## src/rtl/issue_ctrl_pkg.sv

```systemverilog
// Shared Ch0re types: major opcodes, issue-stage states and a register one-hot helper.
package ch0re_types;

   typedef enum logic [4:0] {
      OPC_LOAD     = 5'b00000,
      OPC_MISC_MEM = 5'b00011,
      OPC_OP_IMM   = 5'b00100,
      OPC_AUIPC    = 5'b00101,
      OPC_OP_IMM32 = 5'b00110,
      OPC_STORE    = 5'b01000,
      OPC_OP       = 5'b01100,
      OPC_LUI      = 5'b01101,
      OPC_OP32     = 5'b01110,
      OPC_BRANCH   = 5'b11000,
      OPC_JALR     = 5'b11001,
      OPC_JAL      = 5'b11011,
      OPC_SYSTEM   = 5'b11100
   } opcode_e;

   typedef enum logic [1:0] {
      ISSUE_EMPTY = 2'd0,
      ISSUE_FULL  = 2'd1,
      ISSUE_TRAP  = 2'd2
   } issue_state_e;

   localparam int NUM_REGS = 32;

   function automatic logic [NUM_REGS-1:0] reg_onehot(input logic [4:0] r);
      return NUM_REGS'(1) << r;
   endfunction

endpackage

```

## src/rtl/issue_ctrl_if.sv

```systemverilog
// Fetch, execute, writeback, flush and trap signals of the issue stage, plus debug taps.
interface issue_ctrl_if #(parameter int XLEN = 64);
   import ch0re_types::*;

   // valid/ready: a transfer fires on any rising edge where valid & ready are both 1;
   // once the sender raises valid, it holds valid and payload stable until fire or flush.
   logic             i_fetch_valid;
   logic             o_fetch_ready;
   logic [31:0]      i_fetch_instr;
   logic [XLEN-1:0]  i_fetch_pc;
   logic             o_ex_valid;
   logic             i_ex_ready;
   logic [31:0]      o_ex_instr;
   logic [XLEN-1:0]  o_ex_pc;
   logic             o_ex_is_load;
   logic             i_wb_valid;
   logic [4:0]       i_wb_rd;
   logic             i_flush;
   logic             o_trap;
   logic [XLEN-1:0]  o_trap_pc;
   logic [31:0]      o_trap_instr;
   logic             o_stall;
   issue_state_e     dbg_state;
   logic [31:0]      dbg_pending;

   // master: the issue controller; slave: the surrounding pipeline
   modport master (
      input  i_fetch_valid, i_fetch_instr, i_fetch_pc, i_ex_ready, i_wb_valid, i_wb_rd, i_flush,
      output o_fetch_ready, o_ex_valid, o_ex_instr, o_ex_pc, o_ex_is_load,
             o_trap, o_trap_pc, o_trap_instr, o_stall, dbg_state, dbg_pending
   );
   modport slave (
      output i_fetch_valid, i_fetch_instr, i_fetch_pc, i_ex_ready, i_wb_valid, i_wb_rd, i_flush,
      input  o_fetch_ready, o_ex_valid, o_ex_instr, o_ex_pc, o_ex_is_load,
             o_trap, o_trap_pc, o_trap_instr, o_stall, dbg_state, dbg_pending
   );
endinterface

```

## src/rtl/idecoder.sv

```systemverilog
// RV64I field extractor and legality checker for one 32-bit instruction word.
module idecoder
   import ch0re_types::*;
(
   input  logic [31:0] i_instr,
   output opcode_e     o_opcode,
   output logic [4:0]  o_rd,
   output logic [4:0]  o_rs1,
   output logic [4:0]  o_rs2,
   output logic        o_illegal_instr
);
   logic [2:0] funct3;
   logic [6:0] funct7;
   logic       legal;

   assign funct3   = i_instr[14:12];
   assign funct7   = i_instr[31:25];
   assign o_opcode = opcode_e'(i_instr[6:2]);
   assign o_rd     = i_instr[11:7];
   assign o_rs1    = i_instr[19:15];
   assign o_rs2    = i_instr[24:20];

   always_comb begin
      legal = 1'b0;
      if (i_instr[1:0] == 2'b11) begin
         case (o_opcode)
            OPC_LUI, OPC_AUIPC, OPC_JAL: legal = 1'b1;
            OPC_JALR:     legal = (funct3 == 3'b000);
            OPC_BRANCH:   legal = (funct3[2:1] != 2'b01);
            OPC_LOAD:     legal = (funct3 != 3'b111);
            OPC_STORE:    legal = !funct3[2];
            OPC_MISC_MEM: legal = (funct3 == 3'b000);
            // 64-bit shifts carry shamt[5] in bit 25, so only funct7[6:1] is checked
            OPC_OP_IMM: begin
               case (funct3)
                  3'b001:  legal = (funct7[6:1] == 6'b000000);
                  3'b101:  legal = (funct7[6:1] == 6'b000000) || (funct7[6:1] == 6'b010000);
                  default: legal = 1'b1;
               endcase
            end
            OPC_OP_IMM32: begin
               case (funct3)
                  3'b000:  legal = 1'b1;
                  3'b001:  legal = (funct7 == 7'b0000000);
                  3'b101:  legal = (funct7 == 7'b0000000) || (funct7 == 7'b0100000);
                  default: legal = 1'b0;
               endcase
            end
            OPC_OP: legal = (funct7 == 7'b0000000) ||
                            ((funct7 == 7'b0100000) && ((funct3 == 3'b000) || (funct3 == 3'b101)));
            OPC_OP32: begin
               case (funct3)
                  3'b000, 3'b101: legal = (funct7 == 7'b0000000) || (funct7 == 7'b0100000);
                  3'b001:         legal = (funct7 == 7'b0000000);
                  default:        legal = 1'b0;
               endcase
            end
            OPC_SYSTEM: legal = (i_instr[31:21] == 11'd0) && (i_instr[19:7] == 13'd0);
            default:    legal = 1'b0;
         endcase
      end
   end

   assign o_illegal_instr = !legal;

endmodule

```

## src/rtl/issue_ctrl.sv

```systemverilog
// Decode/issue controller: one-entry decode register, load scoreboard, hazard stall and trap capture.
module issue_ctrl
   import ch0re_types::*;
#(
   parameter int XLEN = 64
) (
   input logic          i_clk,
   input logic          i_rst_n,
   issue_ctrl_if.master bus
);
   issue_state_e    state_q;
   logic [31:0]     instr_q, trap_instr_q;
   logic [XLEN-1:0] pc_q, trap_pc_q;
   logic [31:0]     pending_q, pending_d;

   opcode_e    opcode;
   logic [4:0] rd, rs1, rs2;
   logic       illegal;
   logic       uses_rs1, uses_rs2, writes_rd;
   logic       full, is_load, hazard, ex_valid, issue_fire, fetch_ready, fetch_fire;
   logic [31:0] wb_vec, set_vec, eff_pending;

   idecoder u_idecoder (
      .i_instr         (instr_q),
      .o_opcode        (opcode),
      .o_rd            (rd),
      .o_rs1           (rs1),
      .o_rs2           (rs2),
      .o_illegal_instr (illegal)
   );

   always_comb begin
      uses_rs1  = 1'b0;
      uses_rs2  = 1'b0;
      writes_rd = 1'b0;
      case (opcode)
         OPC_OP, OPC_OP32:         begin uses_rs1 = 1'b1; uses_rs2 = 1'b1; writes_rd = 1'b1; end
         OPC_OP_IMM, OPC_OP_IMM32: begin uses_rs1 = 1'b1; writes_rd = 1'b1; end
         OPC_LOAD, OPC_JALR:       begin uses_rs1 = 1'b1; writes_rd = 1'b1; end
         OPC_STORE, OPC_BRANCH:    begin uses_rs1 = 1'b1; uses_rs2 = 1'b1; end
         OPC_JAL, OPC_LUI, OPC_AUIPC: writes_rd = 1'b1;
         default: ;
      endcase
   end

   // A same-cycle writeback already releases the register it targets.
   assign wb_vec      = bus.i_wb_valid ? reg_onehot(bus.i_wb_rd) : 32'd0;
   assign eff_pending = pending_q & ~wb_vec;
   assign hazard      = (uses_rs1  && (rs1 != 5'd0) && eff_pending[rs1]) ||
                        (uses_rs2  && (rs2 != 5'd0) && eff_pending[rs2]) ||
                        (writes_rd && (rd  != 5'd0) && eff_pending[rd]);

   assign full        = (state_q == ISSUE_FULL);
   assign is_load     = full && (opcode == OPC_LOAD);
   assign ex_valid    = full && !illegal && !hazard;
   assign issue_fire  = ex_valid && bus.i_ex_ready;
   assign fetch_ready = i_rst_n && !bus.i_flush && ((state_q == ISSUE_EMPTY) || (full && issue_fire));
   assign fetch_fire  = bus.i_fetch_valid && fetch_ready;

   // Set beats a same-cycle clear so a reissued load keeps its register reserved.
   assign set_vec   = (issue_fire && is_load && (rd != 5'd0)) ? reg_onehot(rd) : 32'd0;
   assign pending_d = ((pending_q & ~wb_vec) | set_vec) & ~32'd1;

   always_ff @(posedge i_clk or negedge i_rst_n) begin
      if (!i_rst_n) begin
         pending_q <= '0;
      end else begin
         pending_q <= pending_d;
      end
   end

   always_ff @(posedge i_clk or negedge i_rst_n) begin
      if (!i_rst_n) begin
         state_q      <= ISSUE_EMPTY;
         instr_q      <= '0;
         pc_q         <= '0;
         trap_instr_q <= '0;
         trap_pc_q    <= '0;
      end else if (bus.i_flush) begin
         state_q <= ISSUE_EMPTY;
      end else begin
         case (state_q)
            ISSUE_EMPTY: begin
               if (fetch_fire) begin
                  instr_q <= bus.i_fetch_instr;
                  pc_q    <= bus.i_fetch_pc;
                  state_q <= ISSUE_FULL;
               end
            end
            ISSUE_FULL: begin
               if (illegal) begin
                  trap_instr_q <= instr_q;
                  trap_pc_q    <= pc_q;
                  state_q      <= ISSUE_TRAP;
               end else if (issue_fire) begin
                  if (fetch_fire) begin
                     instr_q <= bus.i_fetch_instr;
                     pc_q    <= bus.i_fetch_pc;
                  end else begin
                     state_q <= ISSUE_EMPTY;
                  end
               end
            end
            default: state_q <= ISSUE_TRAP;
         endcase
      end
   end

   assign bus.o_fetch_ready = fetch_ready;
   assign bus.o_ex_valid    = ex_valid;
   assign bus.o_ex_instr    = instr_q;
   assign bus.o_ex_pc       = pc_q;
   assign bus.o_ex_is_load  = is_load;
   assign bus.o_trap        = (state_q == ISSUE_TRAP);
   assign bus.o_trap_pc     = trap_pc_q;
   assign bus.o_trap_instr  = trap_instr_q;
   assign bus.o_stall       = full && !illegal && hazard;
   assign bus.dbg_state     = state_q;
   assign bus.dbg_pending   = pending_q;

endmodule

```

## src/flat_wrapper.sv

```systemverilog
// flat-port wrapper written by rule: the top's interface ports become plain ports
module issue_ctrl_flat import ch0re_types::*;
#(
   parameter int XLEN = 64
)
  (i_clk, i_rst_n, bus_i_fetch_valid, bus_i_fetch_instr, bus_i_fetch_pc, bus_i_ex_ready, bus_i_wb_valid, bus_i_wb_rd, bus_i_flush, bus_o_fetch_ready, bus_o_ex_valid, bus_o_ex_instr, bus_o_ex_pc, bus_o_ex_is_load, bus_o_trap, bus_o_trap_pc, bus_o_trap_instr, bus_o_stall, bus_dbg_state, bus_dbg_pending);
  issue_ctrl_if #(.XLEN(XLEN)) bus_i ();
  input logic i_clk;
  input logic i_rst_n;
  input wire logic [$bits(bus_i.i_fetch_valid)-1:0] bus_i_fetch_valid;
  input wire logic [$bits(bus_i.i_fetch_instr)-1:0] bus_i_fetch_instr;
  input wire logic [$bits(bus_i.i_fetch_pc)-1:0] bus_i_fetch_pc;
  input wire logic [$bits(bus_i.i_ex_ready)-1:0] bus_i_ex_ready;
  input wire logic [$bits(bus_i.i_wb_valid)-1:0] bus_i_wb_valid;
  input wire logic [$bits(bus_i.i_wb_rd)-1:0] bus_i_wb_rd;
  input wire logic [$bits(bus_i.i_flush)-1:0] bus_i_flush;
  output wire logic [$bits(bus_i.o_fetch_ready)-1:0] bus_o_fetch_ready;
  output wire logic [$bits(bus_i.o_ex_valid)-1:0] bus_o_ex_valid;
  output wire logic [$bits(bus_i.o_ex_instr)-1:0] bus_o_ex_instr;
  output wire logic [$bits(bus_i.o_ex_pc)-1:0] bus_o_ex_pc;
  output wire logic [$bits(bus_i.o_ex_is_load)-1:0] bus_o_ex_is_load;
  output wire logic [$bits(bus_i.o_trap)-1:0] bus_o_trap;
  output wire logic [$bits(bus_i.o_trap_pc)-1:0] bus_o_trap_pc;
  output wire logic [$bits(bus_i.o_trap_instr)-1:0] bus_o_trap_instr;
  output wire logic [$bits(bus_i.o_stall)-1:0] bus_o_stall;
  output wire logic [$bits(bus_i.dbg_state)-1:0] bus_dbg_state;
  output wire logic [$bits(bus_i.dbg_pending)-1:0] bus_dbg_pending;
  assign bus_i.i_fetch_valid = bus_i_fetch_valid;
  assign bus_i.i_fetch_instr = bus_i_fetch_instr;
  assign bus_i.i_fetch_pc = bus_i_fetch_pc;
  assign bus_i.i_ex_ready = bus_i_ex_ready;
  assign bus_i.i_wb_valid = bus_i_wb_valid;
  assign bus_i.i_wb_rd = bus_i_wb_rd;
  assign bus_i.i_flush = bus_i_flush;
  assign bus_o_fetch_ready = bus_i.o_fetch_ready;
  assign bus_o_ex_valid = bus_i.o_ex_valid;
  assign bus_o_ex_instr = bus_i.o_ex_instr;
  assign bus_o_ex_pc = bus_i.o_ex_pc;
  assign bus_o_ex_is_load = bus_i.o_ex_is_load;
  assign bus_o_trap = bus_i.o_trap;
  assign bus_o_trap_pc = bus_i.o_trap_pc;
  assign bus_o_trap_instr = bus_i.o_trap_instr;
  assign bus_o_stall = bus_i.o_stall;
  assign bus_dbg_state = bus_i.dbg_state;
  assign bus_dbg_pending = bus_i.dbg_pending;
  issue_ctrl #(.XLEN(XLEN)) u_core (.i_clk(i_clk), .i_rst_n(i_rst_n), .bus(bus_i));
endmodule
```

## config.mk

```make
export PLATFORM = sky130hd
export DESIGN_NAME = issue_ctrl_flat
export DESIGN_NICKNAME = d
export VERILOG_FILES = /design/src/rtl/issue_ctrl_pkg.sv /design/src/rtl/issue_ctrl_if.sv /design/src/rtl/idecoder.sv /design/src/rtl/issue_ctrl.sv /design/src/flat_wrapper.sv
export SDC_FILE = /design/constraint.sdc
export NUM_CORES = 1
export LEC_CHECK = 0
export CORE_ASPECT_RATIO = 1.4
export CORE_MARGIN = 5
export CORE_UTILIZATION = 50
export CTS_CLUSTER_SIZE = 16
export DETAILED_ROUTE_END_ITERATION = 10
export GPL_TIMING_DRIVEN = 0
export PLACE_DENSITY_LB_ADDON = 0.05
export SLEW_MARGIN = 20
export SYNTH_ARGS = -nofsm -noshare
export SYNTH_HDL_FRONTEND = slang
export SYNTH_HIERARCHICAL = 1
export SYNTH_SLANG_ARGS = --single-unit
```

## constraint.sdc

```tcl
create_clock -name i_clk -period 5.8 [get_ports i_clk]
set_input_delay 1.16 -clock i_clk [delete_from_list [all_inputs] [get_ports i_clk]]
set_output_delay 1.16 -clock i_clk [all_outputs]
set_load 0.03 [all_outputs]
```

# Word-level counts from Yosys, hierarchy flattened

Index checks and enable logic that the tools add are counted.

Input port bits: 107
Output and inout port bits: 231
Logic and storage cells: 121
Register bits: 225

Shift-type cells: 2
Reduce and logical (&&, ||, !) cells: 49
Eq/ne operators: 26
Multiplexer cells: 30
Order comparisons: 3
Bitwise logic cells: 5

Operators with widths:

| cell                                                                         | count |
|---|---|
| 64-bit 2-to-1 mux                                                            | 3 |
| 32-bit 2-to-1 mux                                                            | 5 |
| 64-bit case mux with 2 select lines                                          | 1 |
| 32-bit case mux with 2 select lines                                          | 1 |
| 1-bit by 5-bit << shifter with 32-bit output, first input constant           | 2 |
| 32-bit bitwise AND                                                           | 1 |
| 32-bit inverter                                                              | 1 |
| 32-bit bitwise OR                                                            | 1 |
| 5-bit by 4-bit equality test with 1-bit output, second input constant        | 4 |
| 5-bit equality test, second input constant                                   | 4 |
| 1-bit logical AND                                                            | 19 |
| 5-bit by 6-bit less-than comparator with 1-bit output, second input constant | 3 |
| 1-bit binary-select mux with 5-bit select                                    | 3 |
| 5-bit by 3-bit equality test with 1-bit output, second input constant        | 3 |
| 5-bit nonzero test                                                           | 3 |
| 13-bit zero test                                                             | 1 |
| 11-bit zero test                                                             | 1 |
| 2-bit 2-to-1 mux                                                             | 5 |
| 1-bit case mux with 10 select lines                                          | 1 |
| 9-bit OR reduction                                                           | 1 |
| 4-bit != test, second input constant                                         | 2 |
| 8-bit OR reduction                                                           | 1 |
| 7-bit by 6-bit equality test with 1-bit output, second input constant        | 1 |
| 7-bit zero test                                                              | 1 |
| other kinds (27)                                                             | 47 |

# Logic depth before layout (Yosys ltp)

Gate-level depths: netlist of run 1.

Word-level depth: 21
Depth in mapped cells: 13
Depth with buffers taken out: 9

# Cells and area by module

Netlist of run 1, hierarchy kept.

By module, submodules not included:

| module     | area an instance (um2) | cells each | sequential area each (um2) | times used |
|---|---|---|---|---|
| issue_ctrl | 10,033.4               | 737        | 5,630.4                    | 1 |
| idecoder   | 454.2                  | 67         | 0.0                        | 1 |

# Worst setup path after synthesis of run 1

Ideal clock, no wire load.

Kind: input to output
From: in bus_i_wb_rd[2]
To: out bus_o_stall
Path slack: 0.952 ns
Path buffers: 2
Arrival time: 3.688 ns
Cell stages on the path: 10
Required time: 4.640 ns
Path through: buf_2 or2_1 buf_4 o21ai_1 mux4_2 o211a_1 or4_1 nand3_2 nor3_1 nor3_1

Word-level cells in the longest chain between the ends: 10
Elaborated cells on any way between the ends: 16
Those cells by class: 1 x shift; 7 x mux; 2 x bitwise; 6 x reduce/logical

RTL lines:

| item                                                         | line                               | text |
|---|---|---|
| start, declared                                              | flat_wrapper.sv:15                 | `input wire logic [$bits(bus_i.i_wb_rd)-1:0] bus_i_wb_rd;` |
| 1-bit by 5-bit << shifter with 32-bit output (*)             | issue_ctrl_pkg.sv:29               | `return NUM_REGS'(1) << r;` |
| 32-bit 2-to-1 mux (*)                                        | issue_ctrl.sv:47                   | `assign wb_vec = bus.i_wb_valid ? reg_onehot(bus.i_wb_rd) : 32'd0;` |
| 32-bit inverter (*)                                          | issue_ctrl.sv:48                   | `assign eff_pending = pending_q & ~wb_vec;` |
| 32-bit bitwise AND (*)                                       | issue_ctrl.sv:48                   |  |
| 1-bit binary-select mux with 5-bit select (on tied branches) | issue_ctrl.sv:49, issue_ctrl.sv:50 |  |
| 1-bit 2-to-1 mux (on tied branches)                          | issue_ctrl.sv:49, issue_ctrl.sv:50 |  |
| 1-bit logical AND (on tied branches)                         | issue_ctrl.sv:49, issue_ctrl.sv:50 |  |
| 1-bit logical OR                                             | issue_ctrl.sv:49                   | `assign hazard = (uses_rs1 && (rs1 != 5'd0) && eff_pending[rs1]) \|\|` |
| 1-bit logical OR (*)                                         | issue_ctrl.sv:50                   | `(uses_rs2 && (rs2 != 5'd0) && eff_pending[rs2]) \|\|` |
| 1-bit logical AND (*)                                        | issue_ctrl.sv:117                  | `assign bus.o_stall = full && !illegal && hazard;` |
| end, declared                                                | flat_wrapper.sv:25                 | `output wire logic [$bits(bus_i.o_stall)-1:0] bus_o_stall;` |

Mark *: on every way between the ends. The rest lies on a longest branch, timed or not. The select of a mux whose other input is x is not followed.

# Worst setup path in the final report of run 1

From: in bus_i_wb_valid
To: out bus_o_stall

Word-level cells in the longest chain between the ends: 9
Elaborated cells on any way between the ends: 15
Those cells by class: 7 x mux; 2 x bitwise; 6 x reduce/logical

RTL lines:

| item                                                         | line                               | text |
|---|---|---|
| start, declared                                              | flat_wrapper.sv:14                 | `input wire logic [$bits(bus_i.i_wb_valid)-1:0] bus_i_wb_valid;` |
| 32-bit 2-to-1 mux (*)                                        | issue_ctrl.sv:47                   |  |
| 32-bit inverter (*)                                          | issue_ctrl.sv:48                   |  |
| 32-bit bitwise AND (*)                                       | issue_ctrl.sv:48                   |  |
| 1-bit binary-select mux with 5-bit select (on tied branches) | issue_ctrl.sv:49, issue_ctrl.sv:50 |  |
| 1-bit 2-to-1 mux (on tied branches)                          | issue_ctrl.sv:49, issue_ctrl.sv:50 |  |
| 1-bit logical AND (on tied branches)                         | issue_ctrl.sv:49, issue_ctrl.sv:50 |  |
| 1-bit logical OR                                             | issue_ctrl.sv:49                   |  |
| 1-bit logical OR (*)                                         | issue_ctrl.sv:50                   |  |
| 1-bit logical AND (*)                                        | issue_ctrl.sv:117                  |  |

Marks and branches as above.

==> results of run 1 <==
## Yosys cell counts (4+ instances only)
cell type | number | area share, %
nor2_1 | 19 | 0.68
mux2i_1 | 16 | 1.5
nor3b_1 | 4 | 0.29
nand2_1 | 28 | 1.0
a21oi_1 | 8 | 0.38
o2111ai_1 | 6 | 0.50
o21a_1 | 6 | 0.43
o21ai_0 | 57 | 2.7
o21ai_1 | 13 | 0.62
nor2b_1 | 12 | 0.72
mux2_4 | 29 | 4.2
inv_1 | 7 | 0.25
mux4_2 | 4 | 0.86
mux2_2 | 170 | 18
clkbuf_1 | 23 | 0.82
buf_2 | 7 | 0.33
nand3_1 | 8 | 0.38
o211ai_1 | 7 | 0.50
buf_4 | 30 | 2.1
nand4b_1 | 5 | 0.42
nand4_1 | 11 | 0.66
nor4_1 | 11 | 0.66
nand2b_1 | 12 | 0.72
nand3b_1 | 4 | 0.29
nor3_1 | 8 | 0.38
a31oi_1 | 4 | 0.24
dfrtp_1 | 225 | 54
## power by group
group,switching [uW],internal (uW),total [uW]
combinational,1930,1550,3480
clock,626,864,1490
sequential,371,2100,2470
total,2930,4510,7440
## worst max-delay path by stage
stage	depth (start not counted)	endpoint
6_report	10	bus_o_stall
5_1_grt	10	bus_o_stall
4_1_cts	10	bus_o_stall
3_5_place_dp	10	bus_o_stall
3_3_place_gp	3	bus_o_fetch_ready
2_1_floorplan	10	bus_o_stall
## flip-flops by register name, indices dropped and copies added (netlist names)
signal,count
u_core/bus.o_ex_instr,32
u_core/bus.o_ex_pc,64
u_core/bus.dbg_state,2
u_core/bus.o_trap_pc,64
u_core/bus.dbg_pending,31
u_core/bus.o_trap_instr,32
## per-stage QoR
step | setup WS, ns | hold slack [ns] | total power (uW) | cells | util, %
final | 0.209 | 0.503 | 7440 | 1437 | 72.7
after global routing | 0.0862 | 0.523 | 7770 | 1437 | 72.7
after CTS | 0.229 | 0.508 | 7500 | 1436 | 72.7
after floorplan | 0.952 | 0.703 | 4400 | 804 | -
after detailed placement | 0.237 | 0.494 | 5970 | 1392 | 68.9
after global placement | -6.37 | 0.489 | 5930 | 1390 | 68.6
## cell type report
class | count | area share, %
clock inverter | 10 | 0.619
clock buffer | 34 | 4.54
tap | 256 | 2.14
buffer | 65 | 2.72
inverter | 8 | 0.201
timing repair buffer | 332 | 22.5
antenna | 2 | 0.0335
sequential | 225 | 37.7
multi-input combinational | 505 | 29.6
## logic make-up (layout without fill, tap and decap cells)
group | count (synthesis) | count (layout) | synth area share [%]
flip-flops | 225 | 225 | 53.7
multiplexers | 219 | 219 | 24.8
AND/OR/NAND/NOR | 147 | 147 | 8.69
AO/OA/AOI/OAI | 133 | 133 | 8.17
buffers and inverters | 74 | 449 | 4.20
XOR/XNOR | 4 | 4 | 0.334
adder cells (fa/ha/maj) | 1 | 1 | 0.0954
other | 1 | 3 | 0.0358
## critical path, delay by kind of cell
kind / cells / cell delay, ns
buf+inv: 2 / 0.90
mux: 1 / 0.50
compound gates: 2 / 0.45
simple gates: 5 / 1.42
## metal layers
layer	wire [um]	global-route usage [%]	share of wire, %	up-vias
met3	2830	8.07	8.7	84
met5	0	0	0	-
met2	16900	46.5	52	382
met4	1310	10.3	4.0	0
li1	-	-	-	3668
met1	11500	29.4	35	3951
==> metrics.log, run 1 <==
[metrics] actual transition at the worst max-transition pin: 1.10 ns
[metrics] first-pass GRT wire length: 50,100 um
[metrics] data required time of the critical path: 4.64 ns
[metrics] clock period minus worst slack: 5.59 ns
[metrics] Netlist Area Pre-Place: 10,500 um^2
[metrics] most common cell after layout, fill and taps aside: clkdlybuf4s50_1
[metrics] reg2reg start: u_core/bus.o_ex_instr[5]
[metrics] Worst Hold Path EP: u_core/bus.o_trap_instr[26]
[metrics] routed vias/inst: 5.63
[metrics] max cap viols: 0
[metrics] critical path start-end classification: input port to output pin
[metrics] cell count after synthesis: 804
[metrics] number of global-route vias before repair: 8,615
[metrics] Overflow after GRT: 0
[metrics] setup repair after global routing missed its margin: no
[metrics] I/O Buffers: 330
[metrics] cell-by-cell trace of the critical path: buf_2, nand4b_1, o21ai_1, mux4_2, o211a_1, or4_1, nand3_2, nor3_1, nor3_1, clkdlybuf4s50_1
[metrics] instance area after placement: 14,200 um^2
[metrics] area growth from synthesis to layout: 42.5%
[metrics] clock input transition at the sequential cells of the worst setup and hold paths: 0.06 ns
[metrics] residual antenna-violating net count after detailed routing: 0
[metrics] global-route usage over all layers: 26.3%
[metrics] largest driver fanout on the critical path: 10
[metrics] Post-Synthesis Mean Instance Area: 13.0 um^2
[metrics] Row Count: 62
[metrics] result of the run: finished, final reports clean
[metrics] Post-Route Setup TNS: 0 ns
[metrics] number of warnings issued by yosys: 6
[metrics] number of antenna violations at the first check in global routing: 2
[metrics] largest vdd supply drop: 363 uV
[metrics] arrival time at the worst endpoint: 4.43 ns
[metrics] source-to-sink clock delay at the later pin of the worst-skew pair: 0.52 ns
[metrics] cell leakage power: 0.00623 uW
[metrics] Die Span Y: 181 um
[metrics] H-tree levels: 1
[metrics] sequential fraction of the synthesis area: 53.7%
[metrics] wire per inst: 22.6 um
[metrics] reg2reg end: u_core/bus.o_trap_pc[32]
[metrics] CTS Root Buffer Type: clkbuf_16
[metrics] layout filler cell count: 1,441
[metrics] area of the die: 24,000 um^2
[metrics] total count of hold-check failures in the final report: 0
[metrics] DRC marker count from the first detailed-route iteration: 552
[metrics] clock tree from TritonCTS: built
[metrics] share of post-route cells with drive strength above 1: 25.2%
[metrics] Post-CTS Setup Inserts: 0
[metrics] maximum buffer depth of the clock tree: 3
[metrics] number of flops mapped to enable cells by yosys: 0
[metrics] HPWL Detailed: 24,400 um
[metrics] Final setup viols: 0
[metrics] area taken by multi-input logic gates: 4420 um^2
[metrics] DR pass1 iterations: 6
[metrics] Tcrit/Tclk final: 96.4%
[metrics] Highest Clock Rate: 179 MHz
[metrics] minimum setup slack among reg-to-reg paths: 1.53 ns
[metrics] commonest non-fill, non-tap cells in the layout: clkdlybuf4s50_1, dfrtp_1, mux2_2, o21ai_0, buf_4
[metrics] total number of vias: 8,085
[metrics] Post-layout nets: 1,268
[metrics] Hold Crit Depth: 1
[metrics] Worst Setup Start Kind: input port
[metrics] final clock skew: 0.0162 ns
[metrics] Top cell by count, worst path: nor3_1
[metrics] final design area excluding fillers: 14,900 um^2
[metrics] Seq cells post-synth: 225
[metrics] hold_sp: u_core/bus.o_trap_instr[26]
[metrics] weighted congestion at the end of routability-driven global placement: 0.988
[metrics] Max stage delay on crit path: 0.74 ns
[metrics] path type of the worst min-delay path: register to register
[metrics] starting density of the core: 51.0%
[metrics] top flip-flop cell by instance count after synthesis: dfrtp_1
[metrics] power density cells: 497 nW/um^2
[metrics] pin count of the biggest net entering global routing: 100
[metrics] Worst Reg2Reg Path Length in Cells: 10
[metrics] x dimension of the die: 132 um
[metrics] first element of the critical path: bus_i_wb_valid
[metrics] Ports: 338
[metrics] post-synth cell types: 74
[metrics] Slowest-stage cell, CP: clkdlybuf4s50_1
[metrics] FFs w/ async S/R, synth: 100%
[metrics] count of cells resized by post-cts repair: 0
[metrics] number of buffers created by CTS: 24
[metrics] Syn Nets: 911
[metrics] WL final: 32,500 um
[metrics] number of max-slew violations in the final report: 0
[metrics] Worst slew margin: 26.1%
[metrics] register area: 5630 um^2
[metrics] clock sinks: 225
[metrics] core area: 20,600 um^2
[metrics] count of hold buffers inserted by post-cts repair: 0
[metrics] crit path capture type: output pin
[metrics] number of remaining DRC errors: 0
Note: power is estimated with default switching activity, not from simulation.
==> inputs of run 2 (changes only) <==
CORE_ASPECT_RATIO = unset   (was 1.4)
==> run 2 against run 1 <==
  * Total power is 1.8% higher
  * Combinational power hardly changed
  * Die area is 0.17% lower
  * Critical path depth is 1 higher
  * Largest power group unchanged
==> metrics.log, run 2 (synthesis gave the netlist of run 1 again) <==
[metrics] setup repair after global routing missed its margin: no
[metrics] setup slack at placement: 0.347 ns
[metrics] x dimension of the die: 155 um
[metrics] H-tree levels: 1
[metrics] layout filler cell count: 1,554
[metrics] Worst Hold Path EP: u_core/bus.o_trap_pc[23]
[metrics] largest driver fanout on the critical path: 10
[metrics] path type of the worst min-delay path: register to register
[metrics] count of hold buffers inserted by post-cts repair: 0
[metrics] Tcrit/Tclk final: 96.5%
[metrics] number of max-slew violations in the final report: 0
[metrics] routed vias/inst: 5.66
[metrics] residual antenna-violating net count after detailed routing: 0
[metrics] number of global-route vias before repair: 8,578
[metrics] reg2reg start: u_core/bus.o_ex_instr[5]
[metrics] area of the die: 24,000 um^2
[metrics] Die Span Y: 155 um
[metrics] Ports: 338
[metrics] Hold Crit Depth: 1
[metrics] global-route usage over all layers: 27.3%
[metrics] power density cells: 503 nW/um^2
[metrics] WL final: 33,100 um
[metrics] share of post-route cells with drive strength above 1: 25.3%
[metrics] cell leakage power: 0.00626 uW
[metrics] number of antenna cells inserted: 0
[metrics] data required time of the critical path: 4.64 ns
[metrics] maximum buffer depth of the clock tree: 3
[metrics] DRC marker count from the first detailed-route iteration: 631
[metrics] source-to-sink clock delay at the later pin of the worst-skew pair: 0.54 ns
[metrics] core area: 20,800 um^2
[metrics] total number of vias: 8,225
[metrics] weighted congestion at the end of routability-driven global placement: 0.965
[metrics] hold_sp: u_core/bus.o_trap_pc[23]
[metrics] starting density of the core: 50.4%
[metrics] number of antenna violations at the first check in global routing: 0
[metrics] actual transition at the worst max-transition pin: 1.08 ns
[metrics] crit path capture type: output pin
[metrics] Post-layout nets: 1,269
[metrics] Worst slew margin: 27.5%
[metrics] Worst Setup Start Kind: input port
[metrics] clock input transition at the sequential cells of the worst setup and hold paths: 0.06 ns
[metrics] clock period minus worst slack: 5.60 ns
[metrics] wire per inst: 22.8 um
[metrics] Row Count: 53
[metrics] minimum setup slack among reg-to-reg paths: 1.49 ns
[metrics] HPWL Detailed: 24,800 um
[metrics] Highest Clock Rate: 179 MHz
[metrics] Final Util: 72.2%
[metrics] Worst Reg2Reg Path Length in Cells: 10
[metrics] CTS Root Buffer Type: clkbuf_16
[metrics] Final setup viols: 0
[metrics] worst-case setup margin in the final layout: 0.200 ns
[metrics] pin count of the biggest net entering global routing: 99
[metrics] register area: 5630 um^2
[metrics] area taken by multi-input logic gates: 4420 um^2
[metrics] Overflow after GRT: 0
[metrics] first-pass GRT wire length: 51,200 um
[metrics] DR pass1 iterations: 6
[metrics] critical path start-end classification: input port to output pin
[metrics] Post-CTS Setup Inserts: 0
[metrics] largest vdd supply drop: 377 uV
[metrics] commonest non-fill, non-tap cells in the layout: clkdlybuf4s50_1, dfrtp_1, mux2_2, o21ai_0, buf_4
[metrics] clock tree from TritonCTS: built
[metrics] final clock skew: 0.0238 ns
[metrics] result of the run: finished, final reports clean
[metrics] number of buffers created by CTS: 24
[metrics] max cap viols: 0
[metrics] count of cells resized by post-cts repair: 0
[metrics] number of remaining DRC errors: 0
[metrics] most common cell after layout, fill and taps aside: clkdlybuf4s50_1
[metrics] clock sinks: 225
[metrics] total count of hold-check failures in the final report: 0
[metrics] area growth from synthesis to layout: 43.4%
[metrics] I/O Buffers: 330
[metrics] arrival time at the worst endpoint: 4.44 ns
[metrics] reg2reg end: u_core/bus.o_trap_pc[53]
[metrics] Post-Route Setup TNS: 0 ns
run 2: cell types whose count changed in the layout (fill, tap and decap cells not counted), sizes merged:
cell      before  now
bufinv         1    3
clkinvlp       1    2
clkinv         8    6
inv            8    7
diode          2    0
buf           45   46
clkbuf        57   55
run 2: per-stage QoR:
step,instances,cell area [um^2],hold WS [ns],power [uW]
after detailed placement,1411,14200,0.494,5970
after CTS,1453,15000,0.508,7610
after floorplan,804,10500,0.703,4400
final,1453,15000,0.503,7570
after global placement,1409,14100,0.489,5910
after global routing,1453,15000,0.519,7910
run 2: power by group:
part / total, uW / switching [uW] / internal [uW]
Sequential: 2470 / 375 / 2100
Clock: 1610 / 633 / 973
Combinational: 3490 / 1940 / 1550
Total: 7570 / 2950 / 4620
run 2: worst max-delay path by stage:
stage              startpoint           endpoint  slack [ns]  cells after the start
2_1_floorplan  bus_i_wb_rd[2]        bus_o_stall        0.95                     10
3_3_place_gp          i_rst_n  bus_o_fetch_ready       -6.38                      3
3_5_place_dp   bus_i_wb_rd[4]        bus_o_stall        0.35                     10
4_1_cts        bus_i_wb_rd[3]        bus_o_stall        0.32                     11
5_1_grt        bus_i_wb_rd[3]        bus_o_stall        0.07                     11
6_report       bus_i_wb_rd[3]        bus_o_stall        0.20                     11
run 2: layout make-up:
| type | count | area share, % |
|---|---|---|
| flip-flops and latches | 225 | 37.4 |
| well taps | 275 | 2.29 |
| clock buffers | 32 | 4.59 |
| plain buffers | 66 | 2.73 |
| multi-input cells | 505 | 29.4 |
| clock inverters | 10 | 1.03 |
| repair buffers | 332 | 22.4 |
| inverters | 8 | 0.200 |
run 2: metal layers:
layer / share of wire (%) / track usage (%)
met2: 48 / 44.6
met5: 0 / 0
met4: 3.5 / 8.62
met3: 11 / 10.4
met1: 37 / 33.6
run 2: critical path: stages:
cell,delay (ns)
buf_2,0.21
nand4bb_1,0.15
clkbuf_1,0.40
o21ai_0,0.23
mux4_2,0.48
nand3b_1,0.11
nand4_1,0.16
o21ai_1,0.40
nor3_1,0.14
nor3_1,0.20
clkdlybuf4s50_1,0.77
==> inputs of run 3 (changes only) <==
HOLD_SLACK_MARGIN = 0.1   (was unset)
SKIP_CTS_REPAIR_TIMING = 1   (was unset)
==> results of run 3 <==
No change in the layout: final DEF, timing and power equal those of run 2.
